### config.mk
export PLATFORM = sky130hd
export DESIGN_NAME = bitty_fetch_seq_flat
export DESIGN_NICKNAME = d
export VERILOG_FILES = /design/src/rtl/bitty_fetch_seq_if.sv /design/src/rtl/bitty_fetch_seq.sv /design/src/flat_wrapper.sv
export SDC_FILE = /design/constraint.sdc
export NUM_CORES = 1
export LEC_CHECK = 0
export ABC_AREA = 0
export BUFFER_PORTS_ARGS = -buffer_cell sky130_fd_sc_hd__buf_2
export CAP_MARGIN = 20
export CORE_MARGIN = 8
export CORE_UTILIZATION = 45
export DETAILED_ROUTE_END_ITERATION = 10
export PLACE_DENSITY = 0.82
export SKIP_LAST_GASP = 1
export SYNTH_ARGS = -nofsm -noshare
export SYNTH_HDL_FRONTEND = slang
export SYNTH_SLANG_ARGS = --single-unit
### constraint.sdc
create_clock -name clk -period 2.22 [get_ports clk]
set_input_delay 0.222 -clock clk [delete_from_list [all_inputs] [get_ports clk]]
set_output_delay 0.222 -clock clk [all_outputs]
set_load 0.02 [all_outputs]
### src/rtl/bitty_fetch_seq_if.sv
// Bundles the instruction-memory bus, the core run/done handshake and the
// control/status signals of the bitty fetch sequencer.
interface bitty_fetch_seq_if #(
  parameter int ADDR_W = 8
);
  logic              start;
  logic [ADDR_W-1:0] start_pc;
  logic              halt_req;
  logic              mem_rd_en;
  logic [ADDR_W-1:0] mem_addr;
  logic [15:0]       mem_rd_data;
  logic              run;
  logic [15:0]       d_instr;
  logic              done;
  logic [15:0]       d_out;
  logic [ADDR_W-1:0] pc;
  logic              busy;
  logic              halted;
  logic              err;
  logic [15:0]       instr_count;

  modport master (
    input  start, start_pc, halt_req, mem_rd_data, done, d_out,
    output mem_rd_en, mem_addr, run, d_instr, pc, busy, halted, err, instr_count
  );

  modport slave (
    output start, start_pc, halt_req, mem_rd_data, done, d_out,
    input  mem_rd_en, mem_addr, run, d_instr, pc, busy, halted, err, instr_count
  );
endinterface

### src/rtl/bitty_fetch_seq.sv
// Instruction sequencer for the bitty core: fetches from synchronous-read
// memory, resolves branches locally, issues the rest to the core, and watchdogs it.
module bitty_fetch_seq #(
  parameter int          ADDR_W     = 8,
  parameter logic [15:0] HALT_INSTR = 16'hFFFF,
  parameter int          TIMEOUT    = 64
) (
  input logic               clk,
  input logic               reset,
  bitty_fetch_seq_if.master bus
);

  localparam int WD_W = $clog2(TIMEOUT + 1);

  localparam logic [ADDR_W-1:0] PC_INC  = {{(ADDR_W-1){1'b0}}, 1'b1};
  localparam logic [ADDR_W-1:0] PC_ZERO = {ADDR_W{1'b0}};
  localparam logic [WD_W-1:0]   WD_INC  = {{(WD_W-1){1'b0}}, 1'b1};
  localparam logic [WD_W-1:0]   WD_ZERO = {WD_W{1'b0}};
  localparam logic [WD_W-1:0]   WD_LAST = WD_W'(TIMEOUT - 1);

  typedef enum logic [2:0] {
    S_IDLE   = 3'd0,
    S_FETCH  = 3'd1,
    S_MEM    = 3'd2,
    S_EXEC   = 3'd3,
    S_BRANCH = 3'd4,
    S_HALT   = 3'd5,
    S_ERROR  = 3'd6
  } state_e;

  state_e            state_q, state_d;
  logic [ADDR_W-1:0] pc_q, pc_d;
  logic [15:0]       ir_q, ir_d;
  logic [15:0]       cnt_q, cnt_d;
  logic [WD_W-1:0]   wd_q, wd_d;
  logic              halt_q, halt_d;
  logic              run_q, run_d;
  logic [15:0]       d_instr_q, d_instr_d;
  logic              rd_en_q, rd_en_d;
  logic              busy_q, busy_d;
  logic              halted_q, halted_d;
  logic              err_q, err_d;

  logic              busy_s;
  logic              halt_pend_s;
  logic              taken_s;

  // Next-state, datapath and registered-output decode
  always_comb begin
    state_d   = state_q;
    pc_d      = pc_q;
    ir_d      = ir_q;
    cnt_d     = cnt_q;
    wd_d      = wd_q;
    halt_d    = halt_q;
    d_instr_d = d_instr_q;

    busy_s = (state_q == S_FETCH) || (state_q == S_MEM) ||
             (state_q == S_EXEC)  || (state_q == S_BRANCH);
    // A stop request arriving in the very cycle an instruction retires still counts
    halt_pend_s = halt_q || (bus.halt_req && busy_s);

    case (ir_q[3:2])
      2'b00:   taken_s = (bus.d_out == 16'h0000);
      2'b01:   taken_s = (bus.d_out != 16'h0000);
      2'b10:   taken_s = 1'b1;
      2'b11:   taken_s = bus.d_out[15];
      default: taken_s = 1'b0;
    endcase

    case (state_q)
      S_IDLE, S_HALT: begin
        if (bus.start) begin
          pc_d    = bus.start_pc;
          cnt_d   = 16'h0000;
          state_d = S_FETCH;
        end else begin
          state_d = state_q;
        end
      end
      S_FETCH: begin
        state_d = S_MEM;
      end
      S_MEM: begin
        ir_d = bus.mem_rd_data;
        wd_d = WD_ZERO;
        if (bus.mem_rd_data == HALT_INSTR) begin
          state_d = S_HALT;
        end else if (bus.mem_rd_data[1:0] == 2'b11) begin
          state_d = S_BRANCH;
        end else begin
          state_d = S_EXEC;
        end
      end
      S_EXEC: begin
        if (bus.done) begin
          pc_d    = pc_q + PC_INC;
          cnt_d   = cnt_q + 16'd1;
          wd_d    = WD_ZERO;
          state_d = halt_pend_s ? S_HALT : S_FETCH;
        end else if (wd_q == WD_LAST) begin
          wd_d    = wd_q + WD_INC;
          state_d = S_ERROR;
        end else begin
          wd_d    = wd_q + WD_INC;
        end
      end
      S_BRANCH: begin
        pc_d    = taken_s ? ADDR_W'(ir_q[15:4]) : (pc_q + PC_INC);
        cnt_d   = cnt_q + 16'd1;
        state_d = halt_pend_s ? S_HALT : S_FETCH;
      end
      S_ERROR: begin
        state_d = S_ERROR;
      end
      default: begin
        state_d = S_IDLE;
      end
    endcase

    if ((state_d == S_HALT) || (state_d == S_IDLE)) begin
      halt_d = 1'b0;
    end else if (bus.halt_req && busy_s) begin
      halt_d = 1'b1;
    end else begin
      halt_d = halt_q;
    end

    // Outputs are registered from the next state so they line up with it
    if ((state_q == S_MEM) && (state_d == S_EXEC)) begin
      d_instr_d = ir_d;
    end else begin
      d_instr_d = d_instr_q;
    end
    run_d    = (state_d == S_EXEC);
    rd_en_d  = (state_d == S_FETCH);
    busy_d   = (state_d == S_FETCH) || (state_d == S_MEM) ||
               (state_d == S_EXEC)  || (state_d == S_BRANCH);
    halted_d = (state_d == S_HALT);
    err_d    = (state_d == S_ERROR);
  end

  // State, datapath and output registers with synchronous reset
  always_ff @(posedge clk) begin
    if (reset) begin
      state_q   <= S_IDLE;
      pc_q      <= PC_ZERO;
      ir_q      <= 16'h0000;
      cnt_q     <= 16'h0000;
      wd_q      <= WD_ZERO;
      halt_q    <= 1'b0;
      run_q     <= 1'b0;
      d_instr_q <= 16'h0000;
      rd_en_q   <= 1'b0;
      busy_q    <= 1'b0;
      halted_q  <= 1'b0;
      err_q     <= 1'b0;
    end else begin
      state_q   <= state_d;
      pc_q      <= pc_d;
      ir_q      <= ir_d;
      cnt_q     <= cnt_d;
      wd_q      <= wd_d;
      halt_q    <= halt_d;
      run_q     <= run_d;
      d_instr_q <= d_instr_d;
      rd_en_q   <= rd_en_d;
      busy_q    <= busy_d;
      halted_q  <= halted_d;
      err_q     <= err_d;
    end
  end

  assign bus.mem_rd_en   = rd_en_q;
  assign bus.mem_addr    = pc_q;
  assign bus.run         = run_q;
  assign bus.d_instr     = d_instr_q;
  assign bus.pc          = pc_q;
  assign bus.busy        = busy_q;
  assign bus.halted      = halted_q;
  assign bus.err         = err_q;
  assign bus.instr_count = cnt_q;

endmodule

### src/flat_wrapper.sv
// flat-port wrapper written by rule: the top's interface ports become plain ports
module bitty_fetch_seq_flat 
#(
  parameter int          ADDR_W     = 8,
  parameter logic [15:0] HALT_INSTR = 16'hFFFF,
  parameter int          TIMEOUT    = 64
)
  (clk, reset, bus_start, bus_start_pc, bus_halt_req, bus_mem_rd_data, bus_done, bus_d_out, bus_mem_rd_en, bus_mem_addr, bus_run, bus_d_instr, bus_pc, bus_busy, bus_halted, bus_err, bus_instr_count);
  bitty_fetch_seq_if #(.ADDR_W(ADDR_W)) bus_i ();
  input logic clk;
  input logic reset;
  input wire logic [$bits(bus_i.start)-1:0] bus_start;
  input wire logic [$bits(bus_i.start_pc)-1:0] bus_start_pc;
  input wire logic [$bits(bus_i.halt_req)-1:0] bus_halt_req;
  input wire logic [$bits(bus_i.mem_rd_data)-1:0] bus_mem_rd_data;
  input wire logic [$bits(bus_i.done)-1:0] bus_done;
  input wire logic [$bits(bus_i.d_out)-1:0] bus_d_out;
  output wire logic [$bits(bus_i.mem_rd_en)-1:0] bus_mem_rd_en;
  output wire logic [$bits(bus_i.mem_addr)-1:0] bus_mem_addr;
  output wire logic [$bits(bus_i.run)-1:0] bus_run;
  output wire logic [$bits(bus_i.d_instr)-1:0] bus_d_instr;
  output wire logic [$bits(bus_i.pc)-1:0] bus_pc;
  output wire logic [$bits(bus_i.busy)-1:0] bus_busy;
  output wire logic [$bits(bus_i.halted)-1:0] bus_halted;
  output wire logic [$bits(bus_i.err)-1:0] bus_err;
  output wire logic [$bits(bus_i.instr_count)-1:0] bus_instr_count;
  assign bus_i.start = bus_start;
  assign bus_i.start_pc = bus_start_pc;
  assign bus_i.halt_req = bus_halt_req;
  assign bus_i.mem_rd_data = bus_mem_rd_data;
  assign bus_i.done = bus_done;
  assign bus_i.d_out = bus_d_out;
  assign bus_mem_rd_en = bus_i.mem_rd_en;
  assign bus_mem_addr = bus_i.mem_addr;
  assign bus_run = bus_i.run;
  assign bus_d_instr = bus_i.d_instr;
  assign bus_pc = bus_i.pc;
  assign bus_busy = bus_i.busy;
  assign bus_halted = bus_i.halted;
  assign bus_err = bus_i.err;
  assign bus_instr_count = bus_i.instr_count;
  bitty_fetch_seq #(.ADDR_W(ADDR_W), .HALT_INSTR(HALT_INSTR), .TIMEOUT(TIMEOUT)) u_core (.clk(clk), .reset(reset), .bus(bus_i));
endmodule
==> reports/qor.txt <==
YOSYS
----------------------------------------------------------------------------------------
Top FF cell, synth                                                          sky130_fd_sc_hd__dfxtp_1
Largest family of logic cells by synthesized area                           simple AND/OR/NAND/NOR gates
Count of flip-flops with a built-in enable after synthesis                             0
Post-Syn Area per Cell                                                        7.90 sq um
Post-synthesis compound-gate area fraction                                         0.196
Post-synthesis async set-or-reset flop share                                           0
Post-Synth Simple-Gate Area                                                        0.299
Number of standard cells after synthesis                                             434
Unique masters post-synth                                                             61
Area of the mapped netlist                                                    3430 sq um
Net count after synthesis                                                            482
Flop and latch count out of synthesis                                                 66
Yosys warning count                                                                    0
Area share of fa/ha/maj cells after synthesis                                     0.0109
Mux contribution to synthesized area                                              0.0128
Synthesized-area fraction occupied by xor and xnor cells                          0.0460
Share of the yosys chip area belonging to registers                                0.385

PLACEMENT
----------------------------------------------------------------------------------------
Area post-placement                                                           4040 sq um
IO Port Bufs                                                                          97
Half-perimeter wire length of the detailed placement result                      7.10 mm
Placer congestion estimate                                                         0.844
Worst Setup Slack post-DPL                                                      0.118 ns

ROUTING
----------------------------------------------------------------------------------------
WL/cell                                                                     14.5 microns
DRC Markers                                                                            0
Routed via count                                                                   3,473
DR iter-0 viols                                                                      179
Total Wirelength                                                                 9.27 mm
Mean number of vias per cell                                                        5.45
Remaining antenna violation count after routing                                        0
Number of search-and-repair iterations in the first detailed-routing pass              6

STA
----------------------------------------------------------------------------------------
Total setup violations reported at the end of the flow                                 0
Maximum clock frequency                                                          476 MHz
Ratio of final minimum period to clock period                                      0.946
Worst slew pin tran                                                             0.541 ns
Post-layout worst setup margin                                                  0.121 ns
Shortest period the worst path allows                                            2.10 ns
Total negative setup slack                                                          0 ns
RSZ-0062 raised after global routing                                                  no
Worst Clk Skew                                                                0.00723 ns
Worst rel slew slack                                                               0.640
Final number of hold-violating endpoints                                               0
Final Max Slew Viols                                                                   0

CRITICAL PATH
----------------------------------------------------------------------------------------
Number of buffer and inverter stages on the critical path                              0
Category of the worst setup path launch point                                   register
Cell depth of the worst flop-to-flop path                                              6
Data required time at the worst endpoint                                         2.49 ns
Kind of cell adding the most delay to the critical path                     compound AO/OA/AOI/OAI gates
Max Fanout on Critical Path                                                            8
Highest-delay cell along the critical path                                  sky130_fd_sc_hd__or4_1
Instance count on the critical path                                                    6
Kind of end point of the critical path                                          register
Critical-path cell list                                                     ha_1 -> nand3_2 -> o41a_1 -> o221a_4 -> or4_1 -> a21oi_1
Critical path arrival                                                            2.37 ns
Delay contributed by the slowest stage of the critical path                      0.52 ns
Kind of critical path                                                       register to register

FINISH
----------------------------------------------------------------------------------------
Finished layout cell area                                                     4220 sq um
Fraction of layout instances using a drive strength above 1                        0.265
Number of nets in the finished design                                                578
Area overhead of the layout relative to synthesis                                  23.1%
Number of antenna cells inserted                                                       0

CLOCK NETWORK
----------------------------------------------------------------------------------------
Max clock buf depth                                                                    2
Number of sinks handled by clock tree synthesis                                       66
Reg clk slew, reported paths                                                     0.08 ns
Clock latency of the later-clocked register in the worst-skew pair               0.34 ns
Total CTS buffers                                                                      9
Total number of H-tree levels                                                          3
Number of post-CTS setup repair buffers                                                0
Clock tree root driver cell                                                 sky130_fd_sc_hd__clkbuf_8
Clock tree from TritonCTS                                                          built

DIE
----------------------------------------------------------------------------------------
Die width                                                                    103 microns
Initial standard-cell utilization of the core                                      0.453
Die area                                                                    10,700 sq um
Die span in y                                                                103 microns
Floorplan row count                                                                   32
Floorplan Core Area                                                           7570 sq um
I/O pins                                                                              98

GLOBAL ROUTE
----------------------------------------------------------------------------------------
Final global-route overflow total                                                      0
Wire length of the first global-routing pass                                     15.1 mm
GRT Util Overall                                                                   0.177
Pin count of the biggest net entering global routing                                  28
Via count of the first global-routing pass                                         3,334
Initial antenna violation count                                                        0

POWER AND IR DROP
----------------------------------------------------------------------------------------
Share of total power in sequential cells                                           0.468
Clock network power share                                                          0.323
Reported net switching power                                                    0.902 mW
Net switching fraction of the power                                                0.321
Leakage Power                                                                    1.65 nW
Largest voltage drop on the vdd net                                           0.000416 V
Part of the power in combinational logic                                           0.210
Pwr per Cell Area                                                            666 nW/um^2
Cell-internal power                                                              1.91 mW

HOLD PATH
----------------------------------------------------------------------------------------
Worst Hold Path Cells                                                                  3
Type of the tightest min-delay check                                        input pin to register

RUN
----------------------------------------------------------------------------------------
Number of violations of the max-capacitance limit                                      0

STATUS
----------------------------------------------------------------------------------------
Result of the run                                                           finished, final reports clean

==> area by class of cell <==
cell class                 count  area [sq um]
clock buffer                  10           138
clock inverter                 6          41.3
fill                         699          3350
inverter                       6          22.5
multi-input combinational    332          1940
sequential                    66          1320
tap                          102           128
timing repair buffer         115           633
==> cells in the mapped netlist, types with 3 or more instances <==
library cell,instances,area share
sky130_fd_sc_hd__nor2b_1,4,0.0073
sky130_fd_sc_hd__xnor2_1,14,0.036
sky130_fd_sc_hd__buf_4,8,0.018
sky130_fd_sc_hd__nand4_1,11,0.020
sky130_fd_sc_hd__nor4b_1,4,0.010
sky130_fd_sc_hd__nor4_1,14,0.026
sky130_fd_sc_hd__a221oi_1,3,0.0077
sky130_fd_sc_hd__o21ai_1,4,0.0058
sky130_fd_sc_hd__a31oi_1,3,0.0055
sky130_fd_sc_hd__or3_1,4,0.0073
sky130_fd_sc_hd__or4b_1,4,0.012
sky130_fd_sc_hd__nand3_1,11,0.016
sky130_fd_sc_hd__nor3_1,8,0.012
sky130_fd_sc_hd__buf_2,5,0.0073
sky130_fd_sc_hd__ha_1,3,0.011
sky130_fd_sc_hd__nand2b_1,5,0.0091
sky130_fd_sc_hd__nand2_1,73,0.080
sky130_fd_sc_hd__a21oi_1,41,0.060
sky130_fd_sc_hd__and2_1,4,0.0073
sky130_fd_sc_hd__clkbuf_1,16,0.018
sky130_fd_sc_hd__dfxtp_1,66,0.39
sky130_fd_sc_hd__inv_1,6,0.0066
sky130_fd_sc_hd__o21ai_0,15,0.022
sky130_fd_sc_hd__nor2_1,44,0.048
sky130_fd_sc_hd__o22ai_1,6,0.011
sky130_fd_sc_hd__xor2_1,4,0.010
sky130_fd_sc_hd__a211oi_1,4,0.0088
sky130_fd_sc_hd__nand3b_1,5,0.011
==> path summary, 6_finish.rpt <==
check,start,end,slack (ns)
worst max-delay path,u_core.wd_q[1]$_SDFFE_PP0P_,u_core.bus.busy$_SDFF_PP0_,0.12
worst min-delay path,bus_mem_rd_data[15],u_core.bus.d_instr[15]$_SDFFE_PP0P_,0.12
worst max register to register,u_core.wd_q[1]$_SDFFE_PP0P_,u_core.bus.busy$_SDFF_PP0_,0.12
worst min register to register,u_core.bus.d_instr[15]$_SDFFE_PP0P_,u_core.bus.d_instr[15]$_SDFFE_PP0P_,0.46
==> state kept, by name, indices dropped and copies added (netlist names) <==
signal and cells:
u_core.bus.d_instr 16, u_core.bus.instr_count 16, u_core.ir_q 10, u_core.bus.mem_addr 8, u_core.wd_q 7, u_core.state_q 3
u_core.bus.busy 1, u_core.bus.err 1, u_core.bus.halted 1, u_core.bus.mem_rd_en 1, u_core.bus.run 1, u_core.halt_q 1
==> stage by stage <==
stage	util	cells	power, mW	hold WS, ns
detailed placement	0.534	621	1.93	0.444
global placement	0.534	621	1.91	0.440
CTS	0.558	637	2.84	0.107
global route	0.558	637	2.98	0.114
finish	0.558	637	2.81	0.120
floorplan	-	434	1.73	0.358
==> layout by cell type (no fill, tap or decap), types with 5 or more instances in the layout <==
master and n:
sky130_fd_sc_hd__buf_2 97, sky130_fd_sc_hd__nand2_1 73, sky130_fd_sc_hd__dfxtp_1 65, sky130_fd_sc_hd__nor2_1 44, sky130_fd_sc_hd__a21oi_1 41, sky130_fd_sc_hd__buf_4 17, sky130_fd_sc_hd__o21ai_0 15, sky130_fd_sc_hd__nor4_1 14
sky130_fd_sc_hd__xnor2_1 14, sky130_fd_sc_hd__nand4_1 11, sky130_fd_sc_hd__nand3_1 11, sky130_fd_sc_hd__clkbuf_8 10, sky130_fd_sc_hd__nor3_1 8, sky130_fd_sc_hd__inv_1 6, sky130_fd_sc_hd__o22ai_1 6, sky130_fd_sc_hd__nand2b_1 5
sky130_fd_sc_hd__nand3b_1 5
==> logic make-up after synthesis <==
logic type               after synthesis
AND/OR/NAND/NOR                      205
buffers and inverters                 36
adder cells (fa/ha/maj)                3
AO/OA/AOI/OAI                        103
XOR/XNOR                              18
flip-flops                            66
multiplexers                           3
==> metal layers <==
metal,routed length (microns),GRT usage,part of all wire,vias up
met5,0,0,0,-
met4,76,0.0478,0.0082,0
met3,810,0.0609,0.087,7
met2,4330,0.282,0.47,123
met1,4050,0.222,0.44,1590
li1,-,-,-,1753
==> worst min-delay path, stage by stage <==
cell	delay [ns]
sky130_fd_sc_hd__buf_2	0.10
sky130_fd_sc_hd__nand2_1	0.05
sky130_fd_sc_hd__a21oi_1	0.05
==> timing repair <==
action,CTS,global route
endpoints found under the setup margin,0,1
gates resized for setup,0,1
hold buffers,0,0
==> power groups by stage <==
stage               combinational, mW  clock [mW]  sequential (mW)
global placement                0.575           0             1.34
floorplan                       0.351           0             1.37
finish                          0.589       0.908             1.32
detailed placement              0.588           0             1.34
CTS                             0.590       0.934             1.31
global route                    0.649        1.01             1.33
Note: power is estimated with default switching activity, not from simulation.
